$ cat src/rtl/ballot_pkg.sv
// ballot_pkg: shared FSM state type and width helpers for the ballot collector.
// Default widths N=2, M=2; the helpers derive widths for any N/M.
package ballot_pkg;

  typedef enum logic {
    COLLECT = 1'b0,
    PUBLISH = 1'b1
  } state_t;

  localparam int N_DEF      = 2;
  localparam int M_DEF      = 2;
  localparam int NUM_VOTERS = 2 ** M_DEF;
  localparam int BUS_W      = NUM_VOTERS * N_DEF;

  function automatic int num_voters(input int m);
    return 2 ** m;
  endfunction

  function automatic int bus_w(input int n, input int m);
    return (2 ** m) * n;
  endfunction

endpackage

$ cat src/rtl/ballot_mask.sv
// ballot_mask: per-voter seen bits. Ports: clk, rst_n (sync, active low),
// set_idx/set_en mark a voter, clr wipes all bits, query_idx -> hit.
module ballot_mask
  import ballot_pkg::*;
#(
  parameter int M = 2
) (
  input  logic         clk,
  input  logic         rst_n,
  input  logic [M-1:0] set_idx,
  input  logic         set_en,
  input  logic         clr,
  input  logic [M-1:0] query_idx,
  output logic         hit
);

  localparam int NV = num_voters(M);

  logic [NV-1:0] seen;

  // Clear wins over set: the round-closing handshake never coincides
  // with an accept, but the priority keeps the mask clean regardless.
  always_ff @(posedge clk) begin
    if (!rst_n || clr) begin
      seen <= '0;
    end else if (set_en) begin
      seen[set_idx] <= 1'b1;
    end
  end

  assign hit = seen[query_idx];

endmodule

$ cat src/rtl/ballot_collector.sv
// ballot_collector: gathers one ballot per voter into a packed vote bus and
// publishes it with valid/ready. Ports: clk, rst_n, in_valid/in_ready,
// in_voter, in_vote, out_valid/out_ready, out_vote, dup_err, count.
// Option BALLOT_DUP_CHECK_EN enables duplicate-voter rejection.
module ballot_collector
  import ballot_pkg::*;
#(
  parameter int N = 2,
  parameter int M = 2
) (
  input  logic                  clk,
  input  logic                  rst_n,
  input  logic                  in_valid,
  output logic                  in_ready,
  input  logic [M-1:0]          in_voter,
  input  logic [N-1:0]          in_vote,
  output logic                  out_valid,
  input  logic                  out_ready,
  output logic [bus_w(N,M)-1:0] out_vote,
  output logic                  dup_err,
  output logic [M:0]            count
);

  localparam int NV = num_voters(M);
  localparam logic [M:0] LAST = (M+1)'(NV - 1);

  state_t state, state_nxt;

  logic accept;
  logic fresh;
  logic done;

  assign accept = in_valid & in_ready;
  assign done   = out_valid & out_ready;

`ifdef BALLOT_DUP_CHECK_EN
  logic hit;

  ballot_mask #(.M(M)) u_mask (
    .clk       (clk),
    .rst_n     (rst_n),
    .set_idx   (in_voter),
    .set_en    (fresh),
    .clr       (done),
    .query_idx (in_voter),
    .hit       (hit)
  );

  assign fresh = accept & ~hit;

  always_ff @(posedge clk) begin
    if (!rst_n) begin
      dup_err <= 1'b0;
    end else begin
      dup_err <= accept & hit;
    end
  end
`else
  assign fresh   = accept;
  assign dup_err = 1'b0;
`endif

  always_ff @(posedge clk) begin
    if (!rst_n) begin
      state <= COLLECT;
    end else begin
      state <= state_nxt;
    end
  end

  always_comb begin
    state_nxt = state;
    unique case (state)
      COLLECT: if (fresh && count == LAST) state_nxt = PUBLISH;
      PUBLISH: if (out_ready) state_nxt = COLLECT;
      default: state_nxt = COLLECT;
    endcase
  end

  always_comb begin
    in_ready  = (state == COLLECT);
    out_valid = (state == PUBLISH);
  end

  // Writes only happen in COLLECT, so out_vote is frozen while publishing.
  always_ff @(posedge clk) begin
    if (!rst_n || done) begin
      count    <= '0;
      out_vote <= '0;
    end else if (fresh) begin
      count                  <= count + (M+1)'(1);
      out_vote[in_voter*N +: N] <= in_vote;
    end
  end

endmodule
$ cat config.mk
export PLATFORM = sky130hd
export DESIGN_NAME = ballot_collector
export DESIGN_NICKNAME = d
export VERILOG_FILES = /design/src/rtl/ballot_pkg.sv /design/src/rtl/ballot_mask.sv /design/src/rtl/ballot_collector.sv
export SDC_FILE = /design/constraint.sdc
export NUM_CORES = 1
export LEC_CHECK = 0
export CAP_MARGIN = 20
export CORE_MARGIN = 2
export CORE_UTILIZATION = 43
export CTS_CLUSTER_SIZE = 40
export DETAILED_ROUTE_END_ITERATION = 7
export PLACE_DENSITY = 0.76
export SLEW_MARGIN = 20
export SYNTH_ARGS = -nofsm -noshare
export SYNTH_HDL_FRONTEND = slang
export SYNTH_HIERARCHICAL = 1
export SYNTH_SLANG_ARGS = --single-unit
$ cat constraint.sdc
create_clock -name clk -period 1.7 [get_ports clk]
set_input_delay 0.34 -clock clk [delete_from_list [all_inputs] [get_ports clk]]
set_output_delay 0.34 -clock clk [all_outputs]
set_load 0.1 [all_outputs]
* Word level (Yosys, flattened, before mapping)
Index checks and enable logic that the tools add are counted.
Storage, ports and cells: flip-flop bits (word level) 12, input bits 8, logic and storage cells 18
Cells by class: add/subtract/negate cells 2, equal/unequal tests 1, shift operators 2, mux-type cells 4, bitwise gates (word level) 3, reduce and logical (&&, ||, !) cells 3
Operators with widths (number):
- $neg A3 Y34 | 1
- $shift A2 B34 Y8 const A | 1
- $shiftx A2 B34 Y8 | 1
- $bwmux W8 | 1
- $add A3 B1 Y3 const B | 1
- $eq A3 B2 Y1 const B | 1
- $and A1 B1 Y1 | 2
- $mux W1 | 2
- $pmux W1 S2 | 1
- $logic_and A1 B1 Y1 | 1
- $logic_not A1 Y1 | 1
- $logic_or A1 B1 Y1 | 1
- $not A1 Y1 | 1

* Logic depth before layout (Yosys ltp)
Gate-level depths: netlist of run 1.
word-level depth 5, gate-level depth with buffers 5

* Worst setup path after synthesis of run 1
OpenSTA, ideal clock, no wires.
path kind register to output, from reg state, in the netlist out_valid, to out in_ready, data arrival time 1.759 ns, setup slack -0.399 ns, stages on the path, launching flop included 2, path buffers 0, path through dfxtp_1 -> inv_1
On the way: cells in the longest elaborated chain, start to end 1
Ends and longest elaborated chain:
- start, declared | RTL line ballot_collector.sv:27 | state_t state, state_nxt;
- start signal, assigned | RTL line ballot_collector.sv:67 | state <= state_nxt;
- $not A1 Y1
- end, declared | RTL line ballot_collector.sv:14 | output logic in_ready,
No other way between the ends.

* Worst setup path after layout of run 1
from in in_voter[0], to reg out_vote[6]
On the way: cells in the longest elaborated chain, start to end 3
Ends and longest elaborated chain:
- start, declared | RTL line ballot_collector.sv:15 | input logic [M-1:0] in_voter,
- $neg A3 Y34 (*) | RTL line ballot_collector.sv:92 | out_vote[in_voter*N +: N] <= in_vote;
- $shiftx A2 B34 Y8 or $shift A2 B34 Y8 (tied branches) | RTL line ballot_collector.sv:92
- $bwmux W8 (*) | RTL line ballot_collector.sv:92
- end signal, assigned by index | RTL line ballot_collector.sv:92
- end, declared | RTL line ballot_collector.sv:19 | output logic [bus_w(N,M)-1:0] out_vote,
Every way passes the cells marked *; elsewhere a longest branch is shown, timed or not. A chain may end at the register's enable or synchronous reset.

==> results of run 1 <==
timing repair:
action / CTS / global route
endpoints found under the hold margin: 0 / 0
resized for setup: 3 / 2
setup endpoints to repair: 6 / 6
placed cells by master (no fill, tap or decap), types with 2 or more instances in the layout:
master	count
buf_12	13
buf_4	12
nand2_1	10
dfxtp_1	9
a21oi_1	7
ha_1	6
clkdlybuf4s50_1	5
nor2_1	4
nand4_1	4
nand3b_1	3
clkbuf_4	3
dfxtp_2	3
inv_1	2
or4_4	2
a21oi_2	2
nor4bb_1	2
nand3_1	2
worst max-delay path: cells and delay by family:
| kind | cells | cell delay [ns] |
|---|---|---|
| compound gates | 1 | 0.14 |
| buf+inv | 2 | 0.32 |
| simple gates | 2 | 0.66 |
| fa+ha+maj | 1 | 0.25 |
metrics by stage:
| step | utilization | total power [mW] | instances | TNS [ns] | worst slack [ns] |
|---|---|---|---|---|---|
| 2_1_floorplan | - | 0.439 | 72 | 0 | 0.0920 |
| 3_3_place_gp | 0.729 | 0.529 | 117 | -1.99 | -0.329 |
| 3_5_place_dp | 0.729 | 0.535 | 117 | -2.40 | -0.385 |
| 4_1_cts | 0.766 | 0.775 | 121 | 0 | 0.0331 |
| 5_1_grt | 0.767 | 0.798 | 121 | 0 | 0.127 |
| 6_report | 0.767 | 0.773 | 121 | 0 | 0.206 |
flip-flops by register name (all words and copies together), names as in the netlist:
register,count
out_vote,8
count,3
out_valid,1
power by group through the flow:
| stage | registers [mW] | clock network [mW] | logic [mW] |
|---|---|---|---|
| after CTS | 0.304 | 0.240 | 0.232 |
| after global routing | 0.305 | 0.247 | 0.247 |
| after floorplan | 0.368 | 0 | 0.0709 |
| final | 0.303 | 0.237 | 0.232 |
| after global placement | 0.310 | 0 | 0.219 |
| after detailed placement | 0.310 | 0 | 0.225 |
routing by layer:
metal | part of all wire | wire, µm | up-vias | GRT usage
met5 | 0 | 0 | - | 0
met4 | 0.024 | 38 | 0 | 0.103
met3 | 0.058 | 93 | 5 | 0.0333
met2 | 0.52 | 835 | 25 | 0.358
met1 | 0.40 | 639 | 292 | 0.257
li1 | - | - | 318 | -
cells by family (layout without fill, tap and decap cells):
logic type	after synthesis	in the layout
AND/OR/NAND/NOR	33	33
flip-flops	12	12
AO/OA/AOI/OAI	10	10
adder cells (fa/ha/maj)	7	7
buffers and inverters	7	40
other	1	1
XOR/XNOR	1	1
multiplexers	1	1
worst paths after layout:
kind	to	depth (start not counted)
setup / recovery	out_vote[6]	6
hold reg to reg	out_vote[2]	2
setup reg to reg	out_vote[6]	3
hold / removal	out_vote[2]	2
cell type report:
| type | instances | area [µm²] | share of cell area |
|---|---|---|---|
| clock buffer | 4 | 36.3 | 0.0318 |
| inverter | 4 | 16.3 | 0.0142 |
| multi-input combinational | 53 | 404 | 0.354 |
| sequential | 12 | 244 | 0.214 |
| tap | 16 | 20.0 | 0.0175 |
| timing repair buffer | 32 | 422 | 0.369 |
==> results.toml, run 1 <==
[detailed_routing]
wirelength_um = 1610
ant_nets = 0
drtPass1Iterations = 4
wl_per_cell_um = 13.3
vias_per_cell = 5.29
dr.first_iter.drc_count = 6
drcViolationCount = 0
dr_total_vias = 640

[floorplanning]
die_area_um2 = 1890
initial_utilization = 0.449
row_count = 14
core_um2 = 1490
die_h_um = 43.4
ios = 22
die_w_um = 43.4

[placement]
io_buffers = 20
place_area_um2 = 1090
place_hpwl_um = 1260
place.gp.congestion = 0.747

[timing]
whs_ns = 0.488
hold_viol_final = 0
grt_setup_unrepaired = "no"
timing.fmax_mhz = 669
finClkSkew_ns = 0.00665
fin_crit_sh = 0.879
finalSetupViolations = 0
min_period_ns = 1.49
drv_slew = 0

[pwr]
vdd_drop_max_mv = 0.586
internal_power_mw = 0.519
p_per_area_nw_per_um2 = 676
combPwrFrac = 0.300
pwr-share-seq = 0.393
p_sw_mw = 0.254
swShare = 0.328
p_clk_frac = 0.307
total_leakage_power_nw = 0.482

[final_layout]
drive_above_1_share = 0.410
fin_area_um2 = 1140
area_growth_syn_to_layout_pct = 71.0
final_nets = 121
fillers = 98
antenna_cells = 0

[clocking]
cts_root_buf = "clkbuf_4"
post_cts_buffers = 0
cts_max_level = 1
ctsLongestPathBuffers = 2
cts.clk_slew.worst_paths_ns = 0.08
clkLatencyLatePin_ns = 0.29
cts_sinks = 12
cts_made_buffers = 3
cts_tree = "built"
cts_hold_buffers = 0

[worst_setup_path]
required_ns = 1.92
worst_path_largest_cell_delay_ns = 0.42
crit_start = "in_voter[0]"
crit_type = "input port to register"
endpoint_kind = "register"
cp_slowest_cell = "or4_4"
critPathArrivalTime_ns = 1.72
r2r_setup_slack_ns = 0.46
timing.rr.start = "out_valid"
path_max_fanout = 3
start_kind = "input port"
crit_chain = "dlygate4sd2_1, clkinv_2, ha_4, or2b_1, or4_4, a21oi_2"

[grt]
antenna_found_initial = 0
grt_usage = 0.210
overflow = 0
grt_pass1_vias = 674
grt_start_max_net_pins = 13
grt_pass1_wl_um = 2930

[hold_path]
worstHoldStart = "out_vote[2]"
hp-class = "register to register"

[logic_synthesis]
synth_simple_gate_area_share = 0.322
synth_compound_area_frac = 0.0899
synthFlopType = "dfxtp_1"
synth-xor-area-share = 0.0131
synth_area_leader_cell = "dfxtp_1"
yosysTopAreaCellShare = 0.360
synth_warnings = 6
synth_area_um2 = 668
syn-num-nets = 87
ys_types = 26
synth_most_common_cell = "dfxtp_1"
synth_top_family_by_area = "simple AND/OR/NAND/NOR gates"
ys_ff_latch = 12
synthAdderAreaFrac = 0.131
synth_commonest_cells = "dfxtp_1, nand2_1, a21oi_1, ha_1"
synth_edf_count = 0
async_flop_share = 0
seq_area_frac_synth = 0.360
syn_area_per_cell_um2 = 9.28
synthCells = 72
synth.mux.area_fraction = 0.0150
synth_area_leaders = "dfxtp_1, ha_1, nand2_1"

[job]
max-cap-violations = 0

[outcome]
outcome = "complete, no violations"
(Power assumes the default switching activity.)
==> run 2: changes to the inputs <==
- CORE_UTILIZATION: 43 -> 45
- DONT_BUFFER_PORTS: default -> 1
- PLACE_DENSITY: 0.76 -> default
==> results.toml, run 2 (synthesized netlist as in run 1, its figures left out) <==
[worst_setup_path]
rr_endpoint = "out_vote[7]"
start_kind = "register"
crit_type = "register to output port"
required_ns = 1.36
worst_path_largest_cell_delay_ns = 0.41
cp_slowest_cell = "dfxtp_2"
crit_family = "flip-flops"
path_max_fanout = 8
critPathBufInv = 1
endpoint_kind = "output port"
critPathArrivalTime_ns = 1.01
r2r_setup_slack_ns = 0.46
crit_chain = "buf_4"
timing.rr.start = "out_valid"
r2r_cells = 3

[grt]
antenna_found_initial = 0
met1_usage = 0.195
grt_pass1_vias = 520
use_met3 = 0.0345
grt_usage = 0.166
overflow = 0
grt_pass1_wl_um = 2230
grt-busiest-layer = "met2"
grt_start_max_net_pins = 13
grtUsageMet2 = 0.268

[final_layout]
seq_area_um2 = 244
drive_above_1_share = 0.318
largest_register_ffs = 8
layout_commonest_cell = "buf_4"
largest_register = "out_vote"
fillers = 125
mostFrequentLayoutCells = "buf_4, nand2_1, dfxtp_1"
antenna_cells = 0
area_growth_syn_to_layout_pct = 17.4
multi_input_area_um2 = 385
final_nets = 102

[clocking]
cts_hold_buffers = 0
cts_sinks = 12
cts_max_level = 1
cts_resized = 0
cts.clk_slew.worst_paths_ns = 0.07
cts_root_buf = "clkbuf_4"
cts_tree = "built"
cts_made_buffers = 3
ctsLongestPathBuffers = 2
clkLatencyLatePin_ns = 0.27
post_cts_buffers = 0

[timing]
finalSetupViolations = 0
drv_slew = 0
tns_ns = 0
min_period_ns = 1.35
finClkSkew_ns = 0.000768
grt_setup_unrepaired = "no"
fin_crit_sh = 0.796
timing.fmax_mhz = 739
hold_viol_final = 0

[outcome]
outcome = "complete, no violations"

[placement]
place.gp.congestion = 0.762
io_buffers = 0
place_hpwl_um = 988

[floorplanning]
die_h_um = 42.5
ios = 22
row_count = 13
die_area_um2 = 1810
core_um2 = 1350
initial_utilization = 0.495
die_w_um = 42.5

[hold_path]
hp-class = "input port to register"
worst_hold_path.num_cells = 2
worstHoldStart = "in_vote[1]"
min_to = "out_vote[5]"

[detailed_routing]
ant_nets = 0
dr_total_vias = 533
drcViolationCount = 0
wirelength_um = 1260
dr.first_iter.drc_count = 3
wl_per_cell_um = 12.6
vias_per_cell = 5.33
drtPass1Iterations = 2

[job]
max-cap-violations = 0

[pwr]
vdd_drop_max_mv = 0.532
p_per_area_nw_per_um2 = 797
total_leakage_power_nw = 0.337
p_total_mw = 0.625
==> run 2: final cells by class <==
type,instances,area share
Inverter,4,0.0207
Multi-Input combinational cell,53,0.491
Sequential cell,12,0.311
Clock buffer,3,0.0287
Timing Repair Buffer,13,0.124
Tap cell,15,0.0239
==> run 2: how the worst max path moves through the flow <==
stage	slack, ns	cells after the start	to	start
2_1_floorplan	0.09	3	count[2]	count[2]
3_3_place_gp	0.11	5	out_vote[6]	in_voter[0]
3_5_place_dp	0.08	5	out_vote[6]	in_voter[0]
4_1_cts	0.33	1	out_valid	out_valid
5_1_grt	0.31	1	out_valid	out_valid
6_report	0.35	1	out_valid	out_valid
==> run 2: routing by layer <==
metal  vias up  share of wire  routed length, µm
met4         0          0.028                 36
met5         -              0                  0
met2        16           0.46                579
met1       239           0.45                571
met3         5          0.061                 77
li1        273              -                  -
==> run 2: report_power, final <==
| group | leakage, nW | internal (mW) | switching (mW) |
|---|---|---|---|
| clock | 0.0138 | 0.0821 | 0.0928 |
| sequential | 0.0985 | 0.291 | 0.00498 |
| combinational | 0.225 | 0.0392 | 0.115 |
==> run 2: through the flow <==
stage	setup slack (ns)	cell area [µm²]	hold WS, ns	std cells	utilization
floorplan	0.0920	672	0.480	72	-
global placement	0.110	762	0.443	97	0.564
detailed placement	0.0805	762	0.455	97	0.564
CTS	0.327	785	0.235	100	0.581
global route	0.312	785	0.243	100	0.581
finish	0.347	785	0.233	100	0.581
